File: src/rtl/ifu_if.sv
// Handshake bundle shared by the fetch unit, instruction memory and decode.
// The master modport is the fetch unit's view; slave is the environment's view.
interface ifu_if #(
  parameter int CPU_WIDTH  = 32,
  parameter int ADDR_WIDTH = 64
);
  logic                  imem_req_valid;
  logic                  imem_req_ready;
  logic [ADDR_WIDTH-1:0] imem_addr;
  logic                  imem_rsp_valid;
  logic [CPU_WIDTH-1:0]  imem_rsp_data;
  logic                  inst_valid;
  logic                  inst_ready;
  logic [CPU_WIDTH-1:0]  inst;
  logic [ADDR_WIDTH-1:0] inst_pc;
  logic                  redirect_valid;
  logic [ADDR_WIDTH-1:0] redirect_pc;
  logic                  halt_req;
  logic                  halted;

  modport master (
    output imem_req_valid, imem_addr, inst_valid, inst, inst_pc, halted,
    input  imem_req_ready, imem_rsp_valid, imem_rsp_data, inst_ready,
           redirect_valid, redirect_pc, halt_req
  );

  modport slave (
    input  imem_req_valid, imem_addr, inst_valid, inst, inst_pc, halted,
    output imem_req_ready, imem_rsp_valid, imem_rsp_data, inst_ready,
           redirect_valid, redirect_pc, halt_req
  );
endinterface

File: src/rtl/ifu.sv
// Instruction fetch unit: owns the fetch PC, issues credit-limited memory requests
// and buffers returned words with their PCs for decode; handles redirects and halt.
module ifu #(
  parameter int                    CPU_WIDTH  = 32,
  parameter int                    ADDR_WIDTH = 64,
  parameter logic [ADDR_WIDTH-1:0] RESET_PC   = 64'h8000_0000,
  parameter int                    FIFO_DEPTH = 2
) (
  input  logic  clk,
  input  logic  rst,
  ifu_if.master bus
);
  localparam int PW = $clog2(FIFO_DEPTH);
  localparam int CW = PW + 1;
  localparam logic [CW:0]   DEPTH_W = (CW+1)'(FIFO_DEPTH);
  localparam logic [CW-1:0] DEPTH_C = CW'(FIFO_DEPTH);

  typedef enum logic [1:0] {BOOT, RUN, HALT} state_e;

  state_e                state_q;
  logic [ADDR_WIDTH-1:0] fetch_pc_q;
  logic [CW-1:0]         out_cnt_q, drop_cnt_q, fifo_cnt_q;
  logic [PW-1:0]         fifo_rd_q, fifo_wr_q, pcq_rd_q, pcq_wr_q;
  logic [CPU_WIDTH-1:0]  fifo_inst_q [FIFO_DEPTH];
  logic [ADDR_WIDTH-1:0] fifo_pc_q   [FIFO_DEPTH];
  logic [ADDR_WIDTH-1:0] pcq_q       [FIFO_DEPTH];

  logic [CW:0]   credit_used;
  logic [CW-1:0] out_cnt_d;
  logic          req_valid, accept, rsp, pop, push;
  logic          halt_go, redirect_go, flush;

  // A request is only issued when its response is guaranteed a FIFO slot.
  assign credit_used = {1'b0, out_cnt_q} + {1'b0, fifo_cnt_q};
  assign req_valid   = (state_q == RUN) && !bus.redirect_valid && !bus.halt_req &&
                       (credit_used < DEPTH_W);
  assign accept      = req_valid && bus.imem_req_ready;
  assign rsp         = bus.imem_rsp_valid;
  assign pop         = (fifo_cnt_q != '0) && bus.inst_ready;
  assign halt_go     = bus.halt_req && (state_q != HALT);
  assign redirect_go = bus.redirect_valid && (state_q == RUN) && !bus.halt_req;
  assign flush       = halt_go || redirect_go;
  assign push        = rsp && (drop_cnt_q == '0) && (state_q == RUN) && !flush;
  assign out_cnt_d   = out_cnt_q + CW'(accept) - CW'(rsp);

  assign bus.imem_req_valid = req_valid;
  assign bus.imem_addr      = fetch_pc_q;
  assign bus.inst_valid     = (fifo_cnt_q != '0);
  assign bus.inst           = fifo_inst_q[fifo_rd_q];
  assign bus.inst_pc        = fifo_pc_q[fifo_rd_q];
  assign bus.halted         = (state_q == HALT);

  always_ff @(posedge clk or posedge rst) begin
    if (rst) begin
      state_q    <= BOOT;
      fetch_pc_q <= RESET_PC;
      out_cnt_q  <= '0;
      drop_cnt_q <= '0;
      fifo_cnt_q <= '0;
      fifo_rd_q  <= '0;
      fifo_wr_q  <= '0;
      pcq_rd_q   <= '0;
      pcq_wr_q   <= '0;
      for (int i = 0; i < FIFO_DEPTH; i++) begin
        fifo_inst_q[i] <= '0;
        fifo_pc_q[i]   <= '0;
        pcq_q[i]       <= '0;
      end
    end else begin
      case (state_q)
        BOOT:    state_q <= bus.halt_req ? HALT : RUN;
        RUN:     if (bus.halt_req) state_q <= HALT;
        default: state_q <= HALT;
      endcase

      out_cnt_q <= out_cnt_d;

      if (redirect_go) begin
        fetch_pc_q <= bus.redirect_pc & ~ADDR_WIDTH'(3);
      end else if (accept) begin
        fetch_pc_q <= fetch_pc_q + ADDR_WIDTH'(4);
      end

      // Side queue pairs each in-order response with the address it was fetched from.
      if (accept) begin
        pcq_q[pcq_wr_q] <= fetch_pc_q;
        pcq_wr_q        <= pcq_wr_q + PW'(1);
      end
      if (rsp) begin
        pcq_rd_q <= pcq_rd_q + PW'(1);
      end

      if (push) begin
        fifo_inst_q[fifo_wr_q] <= bus.imem_rsp_data;
        fifo_pc_q[fifo_wr_q]   <= pcq_q[pcq_rd_q];
        fifo_wr_q              <= fifo_wr_q + PW'(1);
      end

      // Everything still in flight at a flush belongs to the abandoned path.
      if (flush) begin
        fifo_cnt_q <= '0;
        fifo_rd_q  <= fifo_wr_q;
        drop_cnt_q <= out_cnt_d;
      end else begin
        if (pop) begin
          fifo_rd_q <= fifo_rd_q + PW'(1);
        end
        fifo_cnt_q <= fifo_cnt_q + CW'(push) - CW'(pop);
        if (rsp && (drop_cnt_q != '0)) begin
          drop_cnt_q <= drop_cnt_q - CW'(1);
        end
      end
    end
  end

  a_counters_in_range: assert property (@(posedge clk) disable iff (rst)
    (out_cnt_q <= DEPTH_C) && (fifo_cnt_q <= DEPTH_C) &&
    (drop_cnt_q <= out_cnt_q) && (credit_used <= DEPTH_W));

  a_rsp_has_request: assert property (@(posedge clk) disable iff (rst)
    bus.imem_rsp_valid |-> (out_cnt_q != '0));
endmodule
File: src/flat_wrapper.sv
// flat-port wrapper written by rule: the top's interface ports become plain ports
module ifu_flat 
#(
  parameter int                    CPU_WIDTH  = 32,
  parameter int                    ADDR_WIDTH = 64,
  parameter logic [ADDR_WIDTH-1:0] RESET_PC   = 64'h8000_0000,
  parameter int                    FIFO_DEPTH = 2
)
  (clk, rst, bus_imem_req_valid, bus_imem_addr, bus_inst_valid, bus_inst, bus_inst_pc, bus_halted, bus_imem_req_ready, bus_imem_rsp_valid, bus_imem_rsp_data, bus_inst_ready, bus_redirect_valid, bus_redirect_pc, bus_halt_req);
  ifu_if #(.CPU_WIDTH(CPU_WIDTH), .ADDR_WIDTH(ADDR_WIDTH)) bus_i ();
  input  logic clk;
  input  logic rst;
  output wire logic [$bits(bus_i.imem_req_valid)-1:0] bus_imem_req_valid;
  output wire logic [$bits(bus_i.imem_addr)-1:0] bus_imem_addr;
  output wire logic [$bits(bus_i.inst_valid)-1:0] bus_inst_valid;
  output wire logic [$bits(bus_i.inst)-1:0] bus_inst;
  output wire logic [$bits(bus_i.inst_pc)-1:0] bus_inst_pc;
  output wire logic [$bits(bus_i.halted)-1:0] bus_halted;
  input wire logic [$bits(bus_i.imem_req_ready)-1:0] bus_imem_req_ready;
  input wire logic [$bits(bus_i.imem_rsp_valid)-1:0] bus_imem_rsp_valid;
  input wire logic [$bits(bus_i.imem_rsp_data)-1:0] bus_imem_rsp_data;
  input wire logic [$bits(bus_i.inst_ready)-1:0] bus_inst_ready;
  input wire logic [$bits(bus_i.redirect_valid)-1:0] bus_redirect_valid;
  input wire logic [$bits(bus_i.redirect_pc)-1:0] bus_redirect_pc;
  input wire logic [$bits(bus_i.halt_req)-1:0] bus_halt_req;
  assign bus_imem_req_valid = bus_i.imem_req_valid;
  assign bus_imem_addr = bus_i.imem_addr;
  assign bus_inst_valid = bus_i.inst_valid;
  assign bus_inst = bus_i.inst;
  assign bus_inst_pc = bus_i.inst_pc;
  assign bus_halted = bus_i.halted;
  assign bus_i.imem_req_ready = bus_imem_req_ready;
  assign bus_i.imem_rsp_valid = bus_imem_rsp_valid;
  assign bus_i.imem_rsp_data = bus_imem_rsp_data;
  assign bus_i.inst_ready = bus_inst_ready;
  assign bus_i.redirect_valid = bus_redirect_valid;
  assign bus_i.redirect_pc = bus_redirect_pc;
  assign bus_i.halt_req = bus_halt_req;
  ifu #(.CPU_WIDTH(CPU_WIDTH), .ADDR_WIDTH(ADDR_WIDTH), .RESET_PC(RESET_PC), .FIFO_DEPTH(FIFO_DEPTH)) u_core (.clk(clk), .rst(rst), .bus(bus_i));
endmodule
File: config.mk
export PLATFORM = sky130hd
export DESIGN_NAME = ifu_flat
export DESIGN_NICKNAME = d
export VERILOG_FILES = /design/src/rtl/ifu_if.sv /design/src/rtl/ifu.sv /design/src/flat_wrapper.sv
export SDC_FILE = /design/constraint.sdc
export NUM_CORES = 1
export LEC_CHECK = 0
export CAP_MARGIN = 20
export CELL_PAD_IN_SITES_DETAIL_PLACEMENT = 1
export CELL_PAD_IN_SITES_GLOBAL_PLACEMENT = 1
export CORE_UTILIZATION = 39
export CTS_BUF_LIST = sky130_fd_sc_hd__clkbuf_16
export DETAILED_ROUTE_END_ITERATION = 8
export GPL_TIMING_DRIVEN = 0
export PLACE_DENSITY_LB_ADDON = 0.12
export REMOVE_ABC_BUFFERS = 1
export SLEW_MARGIN = 30
export SYNTH_ARGS = -nofsm -noshare
export SYNTH_HDL_FRONTEND = slang
export SYNTH_SLANG_ARGS = --single-unit
File: constraint.sdc
create_clock -name clk -period 14 [get_ports clk]
set_input_delay 2.8 -clock clk [delete_from_list [all_inputs] [get_ports clk]]
set_output_delay 2.8 -clock clk [all_outputs]
set_load 0.1 [all_outputs]
; Word-level counts from Yosys, hierarchy flattened
; Cells that the tools add are included.
[totals]
ff_bits = 396
in_bits = 103
output_inout_bits = 163
word_cells = 94
[classes]
n_addsub = 11
order_cmp = 7
eq_ne = 4
mux = 28
bitwise_logic = 4
n_reduce_logical = 25
[op_table]
columns = operator, count
row1 = $mux 64, 10
row2 = $bwmux 128, 2
row3 = $demux 64 s1, 2
row4 = $mux 32, 4
row5 = $add 64x3->64 const B, 1
row6 = $bwmux 64, 1
row7 = $demux 32 s1, 1
row8 = $logic_and 1x1->1, 14
row9 = $mux 2, 5
row10 = $reduce_bool 2->1, 5
row11 = $ge 2x2->1 const B, 4
row12 = $not 1->2, 4
row13 = $add 1x1->1 const B, 4
row14 = $add 2x1->2, 2
row15 = $logic_not 2->1, 2
row16 = $lt 2x1->1 const B, 2
row17 = $ne 2x2->1 const B, 2
row18 = $pmux 2 s2, 1
row19 = $sub 2x1->2, 2
row20 = $add 2x2->3, 1
row21 = $logic_not 1->1, 3
row22 = $lt 3x2->1 const B, 1
row23 = $eq 2x1->1 const B, 1
row24 = $eq 2x2->1 const B, 1
row25 = 3 further kinds, 4

; Logic depth before layout (Yosys ltp)
[depth]
ltp_word = 9
mapped_depth = 11
ltp_nobuf = 10

; Worst setup path after synthesis
; OpenSTA, ideal clock, no wires.
[synth_timing]
path_kind = input to output
start = in bus_redirect_valid
end = out bus_imem_req_valid
t_arrival_ns = 4.688
required_ns = 11.200
path_slack_ns = 6.512
stages = 2
path_buffers = 0
path_cell_list = or4b_1 -> nor2_1
[synth_via]
elab_chain_len = 4
[synth_rtl]
columns = item, line
row1 = start: declaration, flat_wrapper.sv:23  ; input wire logic [$bits(bus_i.redirect_valid)-1:0] bus_redirect_valid;
row2 = $logic_not 1->1, ifu.sv:35  ; assign req_valid = (state_q == RUN) && !bus.redirect_valid && !bus.halt_req &&
row3 = $logic_and 1x1->1 (3 in a row), ifu.sv:35
row4 = end: declaration, flat_wrapper.sv:13  ; output wire logic [$bits(bus_i.imem_req_valid)-1:0] bus_imem_req_valid;
; Every way passes these cells.

; Worst setup path in the final report
; Same ends and word-level chain as after synthesis.

==> metrics.txt <==
# TYPE chip_impl_metric gauge
chip_impl_metric{name="h-tree-depth",unit=""} 2
chip_impl_metric{name="clkSlewWorstSetupHoldPaths",unit="ps"} 50
chip_impl_info{name="hold_path_startpoint",value="u_core.fifo_pc_q[61]"} 1
chip_impl_metric{name="route.detailed.drc",unit=""} 0
chip_impl_metric{name="cts.sink_count",unit=""} 386
chip_impl_info{name="reg2reg_to",value="u_core.bus.imem_addr[62]"} 1
chip_impl_metric{name="rrSetupSlack",unit="ps"} 10350
chip_impl_metric{name="finalMaxSlewViolations",unit=""} 0
chip_impl_metric{name="syn_to_final_growth",unit="%"} 28.3
chip_impl_metric{name="cp_num_buf_inv",unit=""} 2
chip_impl_metric{name="power.density_cell_area",unit="mW/mm2"} 120
chip_impl_metric{name="dr_total_vias",unit=""} 12067
chip_impl_metric{name="synth.distinct_cells",unit=""} 41
chip_impl_metric{name="report.final.hold_viol_count",unit=""} 0
chip_impl_metric{name="avgViaCountPerCell",unit=""} 5.18
chip_impl_metric{name="drive_gt1_frac",unit=""} 0.222
chip_impl_info{name="path_cells",value="clkdlybuf4s50_1 > or4b_1 > nor2_1 > clkdlybuf4s50_1"} 1
chip_impl_metric{name="final.setup_skew",unit="ps"} 21.8
chip_impl_metric{name="fp.dieH",unit="um"} 212
chip_impl_metric{name="sequential_share_of_the_synthesized_area",unit=""} 0.562
chip_impl_metric{name="cp_max_fo",unit=""} 4
chip_impl_metric{name="timing.final.crit_share",unit=""} 0.604
chip_impl_metric{name="antenna-diode-count",unit=""} 0
chip_impl_info{name="grt_setup_unrepaired",value="no"} 1
chip_impl_metric{name="critical-path-max-stage-delay",unit="ps"} 1270
chip_impl_metric{name="placedInstanceArea",unit="mm2"} 0.0209
chip_impl_metric{name="drt_pre_antenna_iters",unit=""} 4
chip_impl_info{name="path_common_cell",value="clkdlybuf4s50_1"} 1
chip_impl_metric{name="numCtsBuffers",unit=""} 43
chip_impl_metric{name="port-buffer-count",unit=""} 259
chip_impl_info{name="clockRootBuffer",value="clkbuf_16"} 1
chip_impl_metric{name="nNetsFinal",unit=""} 1827
chip_impl_metric{name="antenna_violating_nets_post_route",unit=""} 0
chip_impl_info{name="max_stage_delay_cell_worst_path",value="clkdlybuf4s50_1"} 1
chip_impl_metric{name="timing.reg2reg.worst_path_depth",unit=""} 10
chip_impl_metric{name="ctsResizeCount",unit=""} 0
chip_impl_metric{name="number_of_global_route_vias_before_repair",unit=""} 12914
chip_impl_metric{name="post-route-cell-area",unit="mm2"} 0.0220
chip_impl_info{name="run_status",value="completed"} 1
chip_impl_metric{name="boundaryPins",unit=""} 266
chip_impl_info{name="worstReg2RegStart",value="u_core.fifo_cnt_q[0]"} 1
chip_impl_metric{name="row_count",unit=""} 76
chip_impl_metric{name="worst_skew_pair.late_latency",unit="ps"} 570
chip_impl_metric{name="grt_max_degree",unit=""} 88
chip_impl_metric{name="total_die_area",unit="mm2"} 0.0449
chip_impl_metric{name="chipWidth",unit="um"} 212
chip_impl_metric{name="gp_congestion",unit=""} 0.720
chip_impl_info{name="holdCritPathClass",value="flop to flop"} 1
chip_impl_metric{name="mappedNetlistArea",unit="mm2"} 0.0172
chip_impl_info{name="timing.setup.critical_path_class",value="input pin to output port"} 1
chip_impl_metric{name="final_cells",unit=""} 2331
chip_impl_metric{name="global_route_wire_length_before_repair",unit="um"} 75100
chip_impl_info{name="timing.critical_path.from_type",value="input pin"} 1
chip_impl_metric{name="core_ar",unit="mm2"} 0.0433
chip_impl_metric{name="clock_tree.buffer_depth",unit=""} 3
chip_impl_metric{name="max_cap_viol_count",unit=""} 0
chip_impl_metric{name="power.leakage",unit="nW"} 10.1
chip_impl_metric{name="final.min_clock_period",unit="ps"} 8460
chip_impl_metric{name="gr-usage-all-layers",unit=""} 0.217
chip_impl_metric{name="final_hpwl_dp",unit="um"} 33000
chip_impl_metric{name="wire_per_inst",unit="um"} 20.3
chip_impl_metric{name="drtIter0Drc",unit=""} 486
chip_impl_metric{name="report.final.setup_viol",unit=""} 0
chip_impl_metric{name="cp_data_arrival_time",unit="ps"} 5660
chip_impl_metric{name="post-cts-setup-buffers",unit=""} 0
chip_impl_info{name="critPathTopFamily",value="buffers and inverters"} 1
chip_impl_metric{name="finalWirelength",unit="um"} 47400
chip_impl_metric{name="globalRoute.totalOverflow",unit=""} 0
chip_impl_metric{name="placed_cells",unit=""} 2257
chip_impl_metric{name="clock.fmax",unit="MHz"} 118
chip_impl_info{name="hold-path-endpoint",value="u_core.fifo_pc_q[61]"} 1
chip_impl_info{name="tritoncts",value="done"} 1
chip_impl_metric{name="max-vdd-ir-drop",unit="mV"} 0.0906
chip_impl_metric{name="worstMarginPinSlew",unit="ps"} 1040
chip_impl_metric{name="hold_depth",unit=""} 2
chip_impl_metric{name="cts_hold_buf",unit=""} 0
chip_impl_metric{name="timing.critical_path.required",unit="ps"} 11200
chip_impl_metric{name="yosys_register_bits",unit=""} 386
chip_impl_info{name="setup.worst_path.end_class",value="output port"} 1
chip_impl_metric{name="netlist_instances",unit=""} 1471
chip_impl_metric{name="synth-warning-count",unit=""} 0
chip_impl_metric{name="grt_antenna_before_repair",unit=""} 0
chip_impl_metric{name="syn_avg_cell_area",unit="um2"} 11.7
chip_impl_metric{name="relSlewSlack",unit=""} 0.307
chip_impl_metric{name="initial_core_util",unit=""} 0.397
-- layout by cell type (no fill, tap or decap), drive strengths merged, types with 13 or more instances in the layout --
cell	n
nand4	27
xnor2	43
nor3	20
mux2i	62
a21oi	73
mux2	274
buf	45
clkbuf	43
nor4	13
o21ai	121
nand3	22
nor2	97
clkinv	15
clkdlybuf4s50	242
inv	34
nand2	149
xor2	22
dfrtp	385
-- through the flow --
stage | total power, W | util | setup TNS [ps] | setup WS (ps) | hold WS, ps
global route | 0.00276 | 0.510 | 0 | 5500 | 498
floorplan | 0.00151 | - | 0 | 474 | 444
finish | 0.00266 | 0.510 | 0 | 5540 | 475
detailed placement | 0.00167 | 0.482 | 0 | 5600 | 466
global placement | 0.00167 | 0.466 | -1740000 | -4430 | 455
CTS | 0.00270 | 0.510 | 0 | 5550 | 480
-- kinds of logic (layout without fill, tap and decap cells) --
logic type,count (synthesis),count (layout),synth area share
flip-flops,386,386,0.562
AND/OR/NAND/NOR,364,364,0.0971
multiplexers,336,336,0.216
AO/OA/AOI/OAI,204,204,0.0606
buffers and inverters,108,380,0.0258
XOR/XNOR,65,65,0.0331
adder cells (fa/ha/maj),7,7,0.00553
other,1,4,0.000218
-- registers in the layout, summed over array words and instances (netlist names) --
signal,flops
u_core.bus.imem_addr,62
u_core.pcq_q,124
u_core.fifo_cnt_q,2
u_core.fifo_inst_q,64
u_core.state_q,2
u_core.out_cnt_q,2
u_core.fifo_pc_q,124
u_core.drop_cnt_q,2
u_core.pcq_rd_q,1
u_core.pcq_wr_q,1
u_core.fifo_wr_q,1
u_core.fifo_rd_q,1
-- cell usage after synthesis --
| master | instances | share of area |
|---|---|---|
| a21oi_1 | 73 | 0.021 |
| a31oi_1 | 5 | 0.0018 |
| and2_1 | 3 | 0.0011 |
| and3_1 | 7 | 0.0025 |
| and4_1 | 7 | 0.0036 |
| buf_1 | 21 | 0.0046 |
| buf_2 | 13 | 0.0038 |
| buf_4 | 4 | 0.0017 |
| clkbuf_1 | 50 | 0.011 |
| clkbuf_2 | 1 | 0.00029 |
| clkinv_4 | 1 | 0.00051 |
| conb_1 | 1 | 0.00022 |
| dfrtp_1 | 385 | 0.56 |
| dfstp_2 | 1 | 0.0015 |
| fa_1 | 1 | 0.0012 |
| ha_1 | 6 | 0.0044 |
| inv_1 | 18 | 0.0039 |
| mux2_2 | 274 | 0.18 |
| mux2i_1 | 62 | 0.036 |
| nand2_1 | 149 | 0.033 |
| nand2b_1 | 2 | 0.00073 |
| nand3_1 | 22 | 0.0064 |
| nand4_1 | 26 | 0.0095 |
| nand4_4 | 1 | 0.0012 |
| nor2_1 | 97 | 0.021 |
| nor2b_1 | 3 | 0.0011 |
| nor3_1 | 20 | 0.0058 |
| nor4_1 | 12 | 0.0044 |
| nor4_2 | 1 | 0.00073 |
| o211ai_1 | 2 | 0.00087 |
| o21a_1 | 1 | 0.00044 |
| o21ai_0 | 121 | 0.035 |
| o22a_1 | 1 | 0.00051 |
| o31ai_1 | 1 | 0.00044 |
| or2_2 | 2 | 0.00073 |
| or3_1 | 6 | 0.0022 |
| or3_4 | 3 | 0.0020 |
| or4_1 | 2 | 0.00087 |
| or4b_1 | 1 | 0.00058 |
| xnor2_1 | 43 | 0.022 |
| xor2_1 | 22 | 0.011 |
-- worst reg2reg max path: stages, from the launching register on --
cell	delay (ps)
dfrtp_1	350
inv_1	70
nor2_1	130
fa_1	430
or4b_1	560
or3_4	480
clkinv_4	170
nand4_4	230
or3_4	510
or4_1	470
a31oi_1	160
-- how the worst max path moves through the flow --
stage	start	end	slack, ps	cells past startpoint
5_1_grt	bus_redirect_valid	bus_imem_req_valid	5500	4
2_1_floorplan	rst	u_core.bus.imem_addr[10]	470	1
3_5_place_dp	bus_redirect_valid	bus_imem_req_valid	5600	4
3_3_place_gp	rst	u_core.fifo_pc_q[32]	-4430	2
4_1_cts	bus_redirect_valid	bus_imem_req_valid	5550	4
6_report	bus_redirect_valid	bus_imem_req_valid	5540	4
-- metal layers --
metal / global-route usage / vias up / part of all wire
li1: - / 5616 / -
met2: 0.364 / 217 / 0.49
met3: 0.0395 / 58 / 0.047
met1: 0.288 / 6176 / 0.44
met5: 0 / - / 0
met4: 0.0567 / 0 / 0.017
-- layout make-up --
type / count / area, um2
inverter: 19 / 83.8
sequential: 386 / 9670
timing repair buffer: 287 / 3190
multi-input combinational: 980 / 7150
clock inverter: 31 / 153
fill: 4540 / 21200
tap: 585 / 732
clock buffer: 43 / 1080
-- report_power, final --
group / switching (W) / internal [W]
Combinational: 0.000256 / 0.000180
Sequential: 0.0000630 / 0.00114
Clock: 0.000445 / 0.000570
Note: power is estimated with default switching activity, not from simulation.
